<file path="config.mk">
export PLATFORM = sky130hd
export DESIGN_NAME = sipo_packer
export DESIGN_NICKNAME = d
export VERILOG_FILES = /design/src/rtl/sipo_packer.sv
export SDC_FILE = /design/constraint.sdc
export NUM_CORES = 1
export LEC_CHECK = 0
export BUFFER_PORTS_ARGS = -buffer_cell sky130_fd_sc_hd__buf_2
export CAP_MARGIN = 20
export CORE_MARGIN = 2
export CORE_UTILIZATION = 50
export CTS_BUF_LIST = sky130_fd_sc_hd__clkbuf_8
export DETAILED_ROUTE_END_ITERATION = 7
export GPL_TIMING_DRIVEN = 0
export PLACE_DENSITY = 0.79
export SYNTH_ARGS = -nofsm -noshare
export SYNTH_HDL_FRONTEND = slang
export SYNTH_SLANG_ARGS = --single-unit
</file>
<file path="constraint.sdc">
create_clock -name i_clk -period 7.06 [get_ports i_clk]
set_clock_uncertainty 0.05 [all_clocks]
set_input_delay 1.412 -clock i_clk [delete_from_list [all_inputs] [get_ports i_clk]]
set_output_delay 1.412 -clock i_clk [all_outputs]
set_load 0.05 [all_outputs]
</file>
<file path="src/rtl/sipo_packer.sv">
// Serial-in/parallel-out packer: gathers DEPTH beats into one word behind a single output slot.
// Optional o_parity port is built when SIPO_PACKER_PARITY_EN is defined.
module sipo_packer #(
    parameter int DATA_IN_W  = 1,
    parameter int DATA_OUT_W = 8,
    parameter int MSB_FIRST  = 0
) (
    input  logic                                       i_clk,
    input  logic                                       i_rst,
    input  logic                                       i_valid,
    output logic                                       o_ready,
    input  logic [DATA_IN_W-1:0]                       i_data,
    input  logic                                       i_flush,
    output logic                                       o_valid,
    input  logic                                       i_ready,
    output logic [DATA_OUT_W-1:0]                      o_data,
    output logic                                       o_partial,
`ifdef SIPO_PACKER_PARITY_EN
    output logic                                       o_parity,
`endif
    output logic [$clog2(DATA_OUT_W/DATA_IN_W+1)-1:0]  o_fill
);

    localparam int DEPTH  = DATA_OUT_W / DATA_IN_W;
    localparam int FILL_W = $clog2(DEPTH + 1);
    localparam logic [FILL_W-1:0] FULL = FILL_W'(DEPTH);

    logic [DATA_OUT_W-1:0] acc_q, acc_d, acc_w;
    logic [FILL_W-1:0]     fill_q, fill_d, fill_w;
    logic                  pend_q, pend_d;
    logic [DATA_OUT_W-1:0] data_q, data_d;
    logic                  valid_q, valid_d;
    logic                  partial_q, partial_d;
`ifdef SIPO_PACKER_PARITY_EN
    logic                  parity_q, parity_d;
`endif
    logic                  accept, pop, slot_free, flush_act, load;
    int                    lane;

    always_comb begin
        o_ready   = ~i_rst & (fill_q != FULL);
        accept    = i_valid & o_ready;
        pop       = valid_q & i_ready;
        slot_free = ~valid_q | pop;
        flush_act = pend_q | i_flush;
        lane      = (MSB_FIRST != 0) ? (DEPTH - 1 - int'(fill_q)) : int'(fill_q);

        // Accumulator view including this cycle's beat, so a same-cycle flush or fill sees it.
        acc_w = acc_q;
        for (int i = 0; i < DEPTH; i++) begin
            if (accept && lane == i) begin
                acc_w[i*DATA_IN_W +: DATA_IN_W] = i_data;
            end
        end
        fill_w = fill_q + FILL_W'(accept);
        load   = slot_free & ((fill_w == FULL) | (flush_act & (fill_w != '0)));

        acc_d     = acc_w;
        fill_d    = fill_w;
        pend_d    = flush_act & (fill_w != '0);
        data_d    = data_q;
        partial_d = partial_q;
        valid_d   = valid_q & ~pop;
`ifdef SIPO_PACKER_PARITY_EN
        parity_d  = parity_q;
`endif
        if (load) begin
            // Clearing lanes on load keeps unfilled lanes zero for the next partial flush.
            acc_d     = '0;
            fill_d    = '0;
            pend_d    = 1'b0;
            data_d    = acc_w;
            partial_d = (fill_w != FULL);
            valid_d   = 1'b1;
`ifdef SIPO_PACKER_PARITY_EN
            parity_d  = ^acc_w;
`endif
        end
    end

    always_ff @(posedge i_clk or posedge i_rst) begin
        if (i_rst) begin
            acc_q     <= '0;
            fill_q    <= '0;
            pend_q    <= 1'b0;
            data_q    <= '0;
            valid_q   <= 1'b0;
            partial_q <= 1'b0;
`ifdef SIPO_PACKER_PARITY_EN
            parity_q  <= 1'b0;
`endif
        end else begin
            acc_q     <= acc_d;
            fill_q    <= fill_d;
            pend_q    <= pend_d;
            data_q    <= data_d;
            valid_q   <= valid_d;
            partial_q <= partial_d;
`ifdef SIPO_PACKER_PARITY_EN
            parity_q  <= parity_d;
`endif
        end
    end

    assign o_valid   = valid_q;
    assign o_data    = data_q;
    assign o_partial = partial_q;
    assign o_fill    = fill_q;
`ifdef SIPO_PACKER_PARITY_EN
    assign o_parity  = parity_q;
`endif

endmodule

</file>
==> run_results.csv <==
group,metric,value,unit
finish,drive_gt1_share,26.4,%
logic_synthesis,postSynthAreaPerCell,11.5,um^2
global_routing,antenna_found_initial,0,
sta,slew_violations,0,
finish,instances_no_fill,149,
power_and_ir_drop,worst_ir_drop_vdd,0.195,mV
finish,final_cell_mix,"23 x dfrtp_1, 21 x buf_2, 12 x nor2_1, 11 x mux2i_1, 9 x inv_1",
finish,syn2layout_area_growth,16.2,%
die,die_x,51.2,um
detailed_routing,wl_per_cell,13.1,um
die,initial_core_util,51.8,%
global_routing,grt_max_degree,24,
detailed_routing,drc_errors,0,
worst_setup_path,crit_arrival,1950,ps
logic_synthesis,synth_warnings,0,
worst_setup_path,worst_setup_path_end_kind,"output pin",
clocking,cts.clk_slew.worst_paths,80,ps
detailed_routing,routed_wl,1.95,mm
sta,fin_setup_tns,0,ps
die,die_y,51.2,um
sta,fin_crit_sh,48.3,%
worst_setup_path,critical_path.max_fanout,6,
finish,fin_util,60.2,%
global_routing,grt_pass1_wl,3.57,mm
logic_synthesis,synthMuxAreaShare,10.9,%
detailed_routing,antenna_left,0,
logic_synthesis,async_flop_share,100,%
logic_synthesis,synth_cell_types,31,
sta,setup_viol,0,
clocking,cts_sinks,23,
min_path,hold_class,"flop to flop",
sta,grt_setup_unrepaired,"no",
logic_synthesis,syn_area,0.00111,mm^2
logic_synthesis,seq_area_frac_synth,51.7,%
run,maxCapViolations,0,
place,portBuffers,20,
worst_setup_path,cp_data_required_time,5600,ps
sta,relSlewSlack,43.6,%
die,die-area,0.00262,mm^2
power_and_ir_drop,p_per_area,354,mW/mm^2
clocking,clock_path_buffers,2,
sta,layout_min_cycle_time,3410,ps
finish,final_common_cell,"dfrtp_1",
detailed_routing,via_per_inst,5.20,
place,gp_congestion,0.821,
global_routing,grt.total_usage,18.7,%
logic_synthesis,synthCells,97,
clocking,cts_tree,"done",
logic_synthesis,synth_fp_nets,105,
logic_synthesis,synth_xor_area_share,2.92,%
die,io_pins,21,
logic_synthesis,synth_edf_count,0,
sta,tightestPinTransition,845,ps
finish,n_antenna_cell,0,
sta,hold_viol,0,
die,core,0.00215,mm^2
finish,final_nets,130,
clocking,cts_buffers,3,
clocking,h-tree-depth,1,
detailed_routing,vias,775,
logic_synthesis,synthAdderAreaFrac,2.25,%
clocking,insertion_delay,270,ps
detailed_routing,drtIter0Drc,13,
power_and_ir_drop,leakage,0.637,nW
clocking,root_buffer,"clkbuf_8",
logic_synthesis,synth_top_family_by_area,"simple AND/OR/NAND/NOR gates",
logic_synthesis,synth_ff_type,"dfrtp_1",
place,placedCellCount,145,
sta,fmax,0.293,GHz
logic_synthesis,synthSimpleGateAreaFrac,17.3,%
worst_setup_path,path_class,"primary input to output pin",
die,row_count,17,
detailed_routing,drt_first_pass_iters,4,
worst_setup_path,critPathLaunchType,"primary input",
clocking,post-cts-setup-buffer-count,0,
place,dp_hpwl,1.41,mm
logic_synthesis,ys_ff_latch,23,
clocking,holdBufCountCts,0,
global_routing,overflow,0,
global_routing,grt_pass1_vias,818,
outcome,outcome,"finished, final reports clean",
logic_synthesis,synth-compound-area-share,9.00,%
clocking,ctsResizeCount,0,
report_power, final:
group          internal, W  leakage, nW  switching (W)
Combinational    0.0000726        0.302       0.000135
Sequential        0.000155        0.309      0.0000139
Clock            0.0000389       0.0269      0.0000416
critical path: stages:
cell,delay [ps]
buf_2,130
nor2_1,130
buf_2,280
registers in the layout (all words and copies together), names as in the netlist:
| signal | cells |
|---|---|
| o_fill | 4 |
| pend_q | 1 |
| o_data | 8 |
| acc_q | 8 |
| o_valid | 1 |
| o_partial | 1 |
cells by family (layout without fill, tap and decap cells):
group / Yosys count / count (layout)
AND/OR/NAND/NOR: 33 / 33
flip-flops: 23 / 23
AO/OA/AOI/OAI: 13 / 13
multiplexers: 12 / 12
buffers and inverters: 12 / 36
adder cells (fa/ha/maj): 2 / 2
XOR/XNOR: 2 / 2
path summary, 6_finish.rpt:
path                       startpoint         to  slack (ps)  depth (start not counted)
hold reg to reg             o_data[7]  o_data[7]         440                          1
setup / recovery                i_rst    o_ready        3650                          3
min in group asynchronous       i_rst   acc_q[4]        1290                          2
max in group asynchronous       i_rst  o_data[6]        5140                          2
setup reg to reg            o_fill[3]  o_data[0]        4390                         11
hold / removal              o_data[7]  o_data[7]         440                          1
routing by layer:
layer	vias to the layer above	global-route usage [%]	share of wire, %
li1	374	-	-
met1	379	24.6	45
met2	17	29.4	48
met3	5	2.63	3.9
met4	0	10.8	2.4
met5	-	0	0
per-stage QoR:
step | hold WS (ps) | area (um^2) | power (W) | setup slack (ps)
6_report | 440 | 1290 | 0.000457 | 3650
5_1_grt | 490 | 1290 | 0.000487 | 3620
4_1_cts | 450 | 1290 | 0.000460 | 3650
3_5_place_dp | 425 | 1250 | 0.000380 | 3650
3_3_place_gp | 423 | 1250 | 0.000376 | 3680
2_1_floorplan | 430 | 1110 | 0.000340 | 3360
area by class of cell:
cell class	count	area (um^2)
fillers	192	856
well taps	28	35.0
clock buffers	3	41.3
plain buffers	4	35.0
multi-input cells	62	472
repair buffers	20	100
inverters	8	30.0
flip-flops and latches	23	576
clock inverters	1	3.75
synth_stat cells (all sizes together) (2+ instances only):
| cell | number | area (um^2) |
|---|---|---|
| nor3 | 4 | 25.0 |
| o21ai | 5 | 25.0 |
| buf | 4 | 35.0 |
| nor2b | 4 | 25.0 |
| nand2 | 2 | 7.51 |
| nor2 | 12 | 45.0 |
| nand2b | 2 | 12.5 |
| nand4bb | 2 | 22.5 |
| ha | 2 | 25.0 |
| o21a | 3 | 22.5 |
| mux2i | 11 | 110 |
| dfrtp | 23 | 576 |
| inv | 8 | 30.0 |
| and2 | 2 | 15.0 |
| a211oi | 2 | 27.5 |
Note: power is estimated with default switching activity, not from simulation.
